**config.mk**
```make
export PLATFORM = sky130hd
export DESIGN_NAME = gshare_predictor
export DESIGN_NICKNAME = d
export VERILOG_FILES = /design/src/rtl/gshare_predictor_pkg.sv /design/src/rtl/pred_btb.sv /design/src/rtl/gshare_predictor.sv
export SDC_FILE = /design/constraint.sdc
export NUM_CORES = 2
export LEC_CHECK = 0
export ABC_CLOCK_PERIOD_IN_PS = 4200
export CAP_MARGIN = 30
export CELL_PAD_IN_SITES_DETAIL_PLACEMENT = 0
export CELL_PAD_IN_SITES_GLOBAL_PLACEMENT = 2
export CORE_MARGIN = 2
export CORE_UTILIZATION = 25
export CTS_CLUSTER_SIZE = 24
export DETAILED_ROUTE_END_ITERATION = 10
export PLACE_DENSITY_LB_ADDON = 0.1
export SYNTH_ARGS = -nofsm -noshare
export SYNTH_HDL_FRONTEND = slang
export SYNTH_SLANG_ARGS = --single-unit
```
**constraint.sdc**
```tcl
create_clock -name clk -period 4.2 [get_ports clk]
set_clock_uncertainty 0.1 [all_clocks]
set_input_delay 0.42 -clock clk [delete_from_list [all_inputs] [get_ports clk]]
set_output_delay 0.42 -clock clk [all_outputs]
set_load 0.02 [all_outputs]
```
**src/rtl/gshare_predictor_pkg.sv**
```systemverilog
// Shared constants and helpers for the gshare/bimodal branch predictor.
// Holds the truth constants, counter reset value, index/tag sizing and saturating counter math.
package gshare_predictor_pkg;

    localparam logic TRUE  = 1'b1;
    localparam logic FALSE = 1'b0;

    localparam int              WORD_W    = 32;
    localparam logic [WORD_W-1:0] ZERO_WORD = '0;

    // Widest counter the helpers support; counters are zero-extended into this width.
    localparam int CNT_MAX_W = 16;

    // Number of index bits for a power-of-two table depth.
    function automatic int idx_w(input int depth);
        return $clog2(depth);
    endfunction

    // Tag bits left over once the byte offset [1:0] and the index are removed.
    function automatic int tag_w(input int addr_w, input int depth);
        return addr_w - $clog2(depth) - 2;
    endfunction

    // Weakly-taken reset value: only the MSB set.
    function automatic logic [CNT_MAX_W-1:0] cnt_reset(input int cnt_w);
        return CNT_MAX_W'(1) << (cnt_w - 1);
    endfunction

    // Saturating step: up towards 2^cnt_w-1, down towards 0.
    function automatic logic [CNT_MAX_W-1:0] sat_update(
        input logic [CNT_MAX_W-1:0] cnt,
        input logic                 up,
        input int                   cnt_w
    );
        logic [CNT_MAX_W-1:0] cnt_max;
        cnt_max = (CNT_MAX_W'(1) << cnt_w) - CNT_MAX_W'(1);
        if (up) begin
            return (cnt == cnt_max) ? cnt : cnt + CNT_MAX_W'(1);
        end
        return (cnt == '0) ? cnt : cnt - CNT_MAX_W'(1);
    endfunction

endpackage

```
**src/rtl/pred_btb.sv**
```systemverilog
// Tagged branch target buffer: one combinational read port, one write port.
// Valid bits clear asynchronously; tag and target storage is never reset.
module pred_btb
    import gshare_predictor_pkg::*;
#(
    parameter int ADDR_W  = 32,
    parameter int ENTRIES = 64
) (
    input  logic              clk,
    input  logic              rst_n,
    input  logic [ADDR_W-1:0] rd_pc,
    output logic              rd_hit,
    output logic [ADDR_W-1:0] rd_tar,
    input  logic              wr_en,
    input  logic [ADDR_W-1:0] wr_pc,
    input  logic [ADDR_W-1:0] wr_tar
);

    localparam int IDX_W = idx_w(ENTRIES);
    localparam int TAG_W = tag_w(ADDR_W, ENTRIES);

    logic [ENTRIES-1:0] valid_q;
    logic [TAG_W-1:0]   tag_q [ENTRIES];
    logic [ADDR_W-1:0]  tar_q [ENTRIES];

    logic [IDX_W-1:0] rd_idx;
    logic [TAG_W-1:0] rd_tag;
    logic [IDX_W-1:0] wr_idx;
    logic [TAG_W-1:0] wr_tag;

    assign rd_idx = rd_pc[IDX_W+1:2];
    assign rd_tag = rd_pc[ADDR_W-1:IDX_W+2];
    assign wr_idx = wr_pc[IDX_W+1:2];
    assign wr_tag = wr_pc[ADDR_W-1:IDX_W+2];

    // Instructions are word aligned, so the byte offset never reaches the tables.
    logic unused_offset;
    assign unused_offset = ^{rd_pc[1:0], wr_pc[1:0]};

    always_ff @(posedge clk or negedge rst_n) begin
        if (!rst_n) begin
            valid_q <= '0;
        end else if (wr_en) begin
            valid_q[wr_idx] <= TRUE;
        end
    end

    always_ff @(posedge clk) begin
        if (wr_en) begin
            tag_q[wr_idx] <= wr_tag;
            tar_q[wr_idx] <= wr_tar;
        end
    end

    assign rd_hit = valid_q[rd_idx] ? (tag_q[rd_idx] == rd_tag) : FALSE;
    assign rd_tar = tar_q[rd_idx];

endmodule

```
**src/rtl/gshare_predictor.sv**
```systemverilog
// IF-stage branch predictor: BTB plus a PHT of saturating counters, gshare-indexed.
// Define PRED_GSHARE_EN to XOR the PHT index with a speculative global history; otherwise bimodal.
module gshare_predictor
    import gshare_predictor_pkg::*;
#(
    parameter int ADDR_W      = 32,
    parameter int BTB_ENTRIES = 64,
    parameter int PHT_ENTRIES = 256,
    parameter int CNT_W       = 2,
    parameter int GHR_W       = 8
) (
    input  logic              clk,
    input  logic              rst_n,
    input  logic              rdy,
    input  logic [ADDR_W-1:0] if_pc,
    input  logic              if_fire,
    output logic              pred_taken_o,
    output logic [ADDR_W-1:0] pred_tar_o,
    output logic [GHR_W-1:0]  pred_ghr_o,
    // ex_valid is a one-cycle request with no back-pressure: it is consumed on any
    // rising edge where rdy=1 and dropped (not stored) when rdy=0, so EX holds it until rdy.
    input  logic              ex_valid,
    input  logic [ADDR_W-1:0] ex_pc,
    input  logic              ex_taken,
    input  logic [ADDR_W-1:0] ex_tar,
    input  logic [GHR_W-1:0]  ex_ghr,
    input  logic              ex_mispredict
);

    localparam int               PHT_IDX_W = idx_w(PHT_ENTRIES);
    localparam logic [CNT_W-1:0] CNT_INIT  = CNT_W'(cnt_reset(CNT_W));

    logic                 train_en;
    logic                 btb_hit;
    logic [ADDR_W-1:0]    btb_tar;
    logic [GHR_W-1:0]     ghr;
    logic [GHR_W-1:0]     train_hist;
    logic [PHT_IDX_W-1:0] look_idx;
    logic [PHT_IDX_W-1:0] train_idx;
    logic [CNT_W-1:0]     pht_q [PHT_ENTRIES];

    assign train_en = rdy & ex_valid;

    pred_btb #(
        .ADDR_W  (ADDR_W),
        .ENTRIES (BTB_ENTRIES)
    ) u_btb (
        .clk    (clk),
        .rst_n  (rst_n),
        .rd_pc  (if_pc),
        .rd_hit (btb_hit),
        .rd_tar (btb_tar),
        .wr_en  (train_en),
        .wr_pc  (ex_pc),
        .wr_tar (ex_tar)
    );

`ifdef PRED_GSHARE_EN
    logic [GHR_W-1:0] ghr_q;

    // A mispredict rebuilds history from the EX snapshot and overrides any same-cycle fire.
    always_ff @(posedge clk or negedge rst_n) begin
        if (!rst_n) begin
            ghr_q <= '0;
        end else if (rdy) begin
            if (ex_valid && ex_mispredict) begin
                ghr_q <= (ex_ghr << 1) | GHR_W'(ex_taken);
            end else if (if_fire) begin
                ghr_q <= (ghr_q << 1) | GHR_W'(pred_taken_o);
            end
        end
    end

    assign ghr        = ghr_q;
    assign train_hist = ex_ghr;
`else
    assign ghr        = '0;
    assign train_hist = '0;

    logic unused_hist;
    assign unused_hist = ^{ex_ghr, if_fire, ex_mispredict};
`endif

    assign look_idx  = if_pc[PHT_IDX_W+1:2] ^ PHT_IDX_W'(ghr);
    assign train_idx = ex_pc[PHT_IDX_W+1:2] ^ PHT_IDX_W'(train_hist);

    always_ff @(posedge clk or negedge rst_n) begin
        if (!rst_n) begin
            for (int i = 0; i < PHT_ENTRIES; i++) begin
                pht_q[i] <= CNT_INIT;
            end
        end else if (train_en) begin
            pht_q[train_idx] <= CNT_W'(sat_update(CNT_MAX_W'(pht_q[train_idx]), ex_taken, CNT_W));
        end
    end

    // Reads see pre-edge state; a same-cycle training write is not forwarded.
    assign pred_taken_o = rdy & btb_hit & pht_q[look_idx][CNT_W-1];
    assign pred_tar_o   = pred_taken_o ? btb_tar : ADDR_W'(ZERO_WORD);
    assign pred_ghr_o   = rdy ? ghr : '0;

endmodule

```
[Word level (Yosys, flattened, before mapping)]
Memories as Yosys holds them, arrays and structs flattened.
Index checks and enable logic that the tools add are counted.
Storage, ports and cells
  word-level logic and storage cells: 302
  output and inout bits: 41
  register bits: 576
  input bits: 111
  memory bits (writable): 3584
  memories kept: 2
Memories
  u_btb.tar_q: words 64, bits a word 32, read ports 1, clocked after memory_dff 0, wr ports 1, RTL line pred_btb.sv:24  | logic [ADDR_W-1:0] tar_q [ENTRIES];
  u_btb.tag_q: words 64, bits a word 24, read ports 1, clocked after memory_dff 0, wr ports 1, RTL line pred_btb.sv:23  | logic [TAG_W-1:0] tag_q [ENTRIES];
Operators by class
  muxes and demuxes: 24
  equality and inequality tests: 2
  reductions and logical operators: 3
  order comparisons: 6
  bitwise logic cells: 6
  add/sub/neg operators: 2
Operators by type and width (count)
  bitwise mux 512 bit: 1
  bitwise OR 64 bit: 1
  binary-select mux 2 bit (select 8 bit): 2
  two-way mux 32 bit: 1
  == test 24 bit: 1
  two-way mux 2 bit: 10
  >= comparator 9 bit (second input constant): 2
  inverter 8 -> 9 bit: 2
  demux 2 bit (select 8 bit): 1
  less-than comparator 6 x 7 -> 1 bit (second input constant): 2
  less-than comparator 9 x 1 -> 1 bit (second input constant): 1
  two-way mux 1 bit: 7
  binary-select mux 1 bit (select 6 bit): 1
  demux 1 bit (select 6 bit): 1
  >= comparator 6 x 1 -> 1 bit (second input constant): 1
  bitwise AND 1 bit: 3
  adder 2 x 1 -> 2 bit (second input constant): 1
  == test 2 bit (second input constant): 1
  logical AND 1 bit: 2
  logical NOT 2 bit: 1
  subtractor 2 x 1 -> 2 bit (second input constant): 1

[Depth between registers and ports, before layout]
  word-level depth: 10
  gate-level depth with buffers: 16
  depth with buffers taken out: 9

[Hierarchy]
Synthesis repeated with hierarchy kept, for this count alone.
Unflattened totals
  cells, all modules: 8045
  area total of the unflattened synthesis: 165710.2 µm²
By module, submodules not included
  pred_btb: seq. area each 109224.8 µm², instances 1, cells an instance 5765, area an instance 139007.1 µm²
  gshare_predictor: seq. area each 13132.6 µm², instances 1, cells an instance 2280, area an instance 26703.1 µm²

[Least setup slack after synthesis]
OpenSTA, ideal clock, no wires.
  path type: input port to flip-flop
  from: input ex_pc[5]
  to: register pht_q[109] in the netlist's numbering
  data required time: 4.006 ns
  buffers on the path: 6
  stages: 10
  setup slack: -0.114 ns
  arrival: 4.120 ns
  setup time: 0.094 ns
  path through: buf_2 > buf_2 > buf_2 > clkbuf_1 > clkbuf_1 > nand2_1 > nor2_1 > clkbuf_1 > a21oi_1 > a31oi_1
Between the ends
  cells in the longest elaborated chain, start to end: 10
  elaborated cells on any way between the ends: 19
  classes of those cells: 2 x add/sub; 2 x order compare; 1 x eq/ne; 11 x mux; 1 x bitwise; 2 x reduce/logical
RTL lines
  start: declaration: RTL line gshare_predictor.sv:23  | input logic [ADDR_W-1:0] ex_pc,
  inverter 8 -> 9 bit (implied by the code) (*): RTL line gshare_predictor.sv:93  | pht_q[train_idx] <= CNT_W'(sat_update(CNT_MAX_W'(pht_q[train_idx]), ex_taken, CNT_W));
  binary-select mux 2 bit (select 8 bit): RTL line gshare_predictor.sv:93
  two-way mux 2 bit (implied by the code) (2 in series): RTL line gshare_predictor.sv:93
  adder 2 x 1 -> 2 bit or == test 2 bit (tied branches): RTL line gshare_predictor_pkg.sv:38  | return (cnt == cnt_max) ? cnt : cnt + CNT_MAX_W'(1);
  two-way mux 2 bit: RTL line gshare_predictor_pkg.sv:38
  two-way mux 2 bit: RTL line gshare_predictor_pkg.sv:37  | if (up) begin
  two-way mux 2 bit: RTL line gshare_predictor_pkg.sv:40  | return (cnt == '0) ? cnt : cnt - CNT_MAX_W'(1);
  two-way mux 2 bit: RTL line gshare_predictor.sv:92  | end else if (train_en) begin
  bitwise mux 512 bit (*): RTL line gshare_predictor.sv:93
  end signal: indexed assignment: RTL line gshare_predictor.sv:93
  end: declaration: RTL line gshare_predictor.sv:40  | logic [CNT_W-1:0] pht_q [PHT_ENTRIES];
Mark *: on every way between the ends. The rest lies on a longest branch, timed or not. The select of a mux whose other input is x is not followed.
A chain may end at the register's enable or synchronous reset.

[Final worst setup path]
  from: memory u_btb.tag_q[45][13] in the netlist's numbering
  to: output pred_taken_o
Between the ends
  cells in the longest elaborated chain, start to end: 5
RTL lines
  start: declaration: RTL line pred_btb.sv:23
  memory read (64 x 24 bit)
  == test 24 bit: RTL line pred_btb.sv:55  | assign rd_hit = valid_q[rd_idx] ? (tag_q[rd_idx] == rd_tag) : FALSE;
  two-way mux 1 bit: RTL line pred_btb.sv:55
  bitwise AND 1 bit (2 in series): RTL line gshare_predictor.sv:98  | assign pred_taken_o = rdy & btb_hit & pht_q[look_idx][CNT_W-1];
  end: declaration: RTL line gshare_predictor.sv:17  | output logic pred_taken_o,
Every way passes these cells.

==> metrics.txt <==
Crit path required time=3.68 ns; I/O Buffers=129; layout cell share with drive strength beyond 1=0.3626; CP Data Arrival Time=5.04 ns; Setup crit end kind=output port; Max Fclk=179.9 MHz; commonest non-fill, non-tap cell in the layout=edfxtp_1; worst-case clock buffer depth=4; # setup viols final=33; gpl congestion=0.7759; Syn-to-layout area delta=24.84%; vias in the first global route=95,460; largest net degree at the start of global routing=136; DR iter-0 viols=9,999; Rows=300; top_reg_cell synth=edfxtp_1; final cell count without fillers=19,240; area of the multi-input gates=42,580 um2; H-tree levels=5; register share of total power=0.488; post-synthesis cell area=167,000 um2; fin nets=10,030; Final Core Density=0.3127; Synth Register Bits=4,160; period utilization=1.323; Clk pwr share=0.443; vias=92,880; fin crit period=5.558 ns; Max-cap violations=0; ys async rst share=0.1385; status=finished, violations left; Post-DRT Antenna Nets=0; CTS root buf=clkbuf_16; Worst Max-Slew Pin Slew=1.039 ns; initial antenna violation count=70; first-pass GRT wire length=905,500 um; Sw Ratio=0.2307; Leak=68.72 nW; Fin. Hold Viols=0; clock transition at the registers of the reported paths=0.05 ns; worst setup margin=-1.358 ns; failing checks=setup timing; worst slack at placement=-1.830 ns; die span in y=821.3 um; Pre-antenna DRT Iters=6; initial core utilization=0.2505; Pins Over Slew Limit=0; placed cell area=191,200 um2; area leader, netlist=edfxtp_1; most frequent cells in the layout=edfxtp_1, mux4_2, buf_4, nand2_1, clkbuf_16; CTS tree=done; Avg WL per Cell=35.55 um; Syn Inst Count=8,528; placed cell count=18,230; Die X-Extent=821.3 um; clock latency on the worst-skew pair=1.04 ns; CTS sink count=4,160; hold slack=0.08060 ns; Die Footprint=674,500 um2; Routed WL=683,800 um; hold crit path type=in -> reg; I/O Pins=152; sequential element share of the synthesized area=0.7327; startpoint types=flip-flop; CTS buffer count=480; Design Area, Final=208,500 um2; Internal Power=71.93 mW; RSZ-0062 raised after global routing=yes; HPWL after DPL=424,000 um; Power Density=448.5 nW/um2; Synth area leaders=edfxtp_1, mux4_2, dfrtp_1; EDFF count, synth=3,584; Mean Syn Cell Area=19.58 um2; library cells used by synthesis=79; Worst Setup Path Type=reg -> out; net load switching power=21.57 mW; Residual DRC=0; post-synth top area share=0.6445; Slew HR=0.3077; final-layout fill cell count=64,480; combinational power share=0.069; Peak VDD IR=0.3990 mV; area of the core=666,600 um2; Crit Path Max Fanout=2; register area=122,400 um2; GRT overflow=0; Vias/cell=4.829; Total Routing Usage GR=0.1970; Syn. warnings=0
-- registers in the layout (all words and copies together), names as in the netlist --
register / flops
u_btb.tag_q: 1536
u_btb.tar_q: 2048
pht_q: 512
u_btb.valid_q: 64
-- power by group through the flow --
stage | combinational (mW) | sequential, mW | clock [mW]
detailed placement | 6.41 | 46.5 | 0
CTS | 6.52 | 45.6 | 42.6
floorplan | 2.97 | 46.4 | 0
global placement | 6.30 | 46.5 | 0
finish | 6.49 | 45.6 | 41.4
global route | 6.90 | 45.6 | 44.0
-- cell type report --
type	count	area share
clock inverter	262	0.01172
inverter	39	0.001404
clock buffer	620	0.06123
timing repair buffer	1473	0.08082
sequential	4160	0.5870
antenna	11	0.0001320
multi-input combinational	3761	0.2043
tap	8909	0.05347
-- worst max-delay path, stage by stage, from the launching register on --
cell	delay, ns
edfxtp_1	0.39
mux4_2	0.48
mux4_2	0.49
nand2_2	0.09
o211ai_1	0.13
o21ai_4	0.31
xnor2_2	0.11
a2111oi_2	0.28
buf_4	0.20
nand4b_4	0.26
buf_12	0.24
buf_6	0.11
nor4b_4	0.68
buf_12	0.19
-- routing by layer --
metal  track usage  routed length (um)  up-vias
met3       0.02562               31650      701
met1        0.2744              304800    51610
met4       0.03393               12950        8
li1              -                   -    37800
met2        0.3336              334300     2761
met5             0                  32        -
-- synth_stat cells (14+ instances only) --
library cell and instances:
nand2b_1 37, nand3_1 55, o221ai_1 21, edfxtp_1 3584, nor3_1 28, o22ai_1 17
a22o_1 15, mux2i_1 233, buf_4 50, a31oi_1 169, o31ai_2 14, dfstp_2 256
o21ai_0 297, nor2b_1 24, buf_2 142, buf_1 78, or2_2 45, a221oi_1 32
mux4_2 1188, dfrtp_1 320, clkbuf_1 258, nand2_1 645, buf_6 42, inv_1 35
nor4_2 32, a22oi_1 74, a221o_1 16, mux2_2 16, a211oi_1 15, nor2_1 307
a21oi_1 315
-- worst paths after layout --
kind | startpoint | to | slack, ns | cells after the start
max | u_btb.tag_q[45][13] | pred_taken_o | -1.36 | 13
min | ex_pc[20] | u_btb.tag_q[42][12] | 0.08 | 2
max reg2reg | pht_q[431] | pht_q[349] | 0.52 | 13
min reg2reg | u_btb.valid_q[39] | u_btb.valid_q[39] | 0.36 | 1
max in group asynchronous | rst_n | pht_q[218] | 3.04 | 3
min in group asynchronous | rst_n | pht_q[373] | 0.31 | 2
-- per-stage QoR --
stage	setup TNS, ns	total power [mW]
6_report	-40.27	93.50
5_1_grt	-43.44	96.58
4_1_cts	-45.36	94.72
3_5_place_dp	-114.00	52.88
3_3_place_gp	-129.46	52.76
2_1_floorplan	0	49.38
-- cells by family after synthesis --
| group | Yosys count | share of synthesized area |
|---|---|---|
| xor+xnor | 19 | 0.0009965 |
| other cells | 1 | 0.00002246 |
| fa+ha+maj | 2 | 0.0001274 |
| mux | 1437 | 0.1753 |
| compound gates | 1074 | 0.04029 |
| flops | 4160 | 0.7327 |
| buf+inv | 614 | 0.01809 |
| simple gates | 1221 | 0.03247 |
-- repair_timing --
action                                  4_1_cts  5_1_grt
hold buffers                                 57        1
pin swaps                                    11       39
gates cloned                                  0        1
setup buffers                                 4       27
endpoints found under the hold margin      3310       64
resized for setup                            79       97
endpoints found under the setup margin       33       33
No activity file was read; power rests on OpenSTA's default activity.
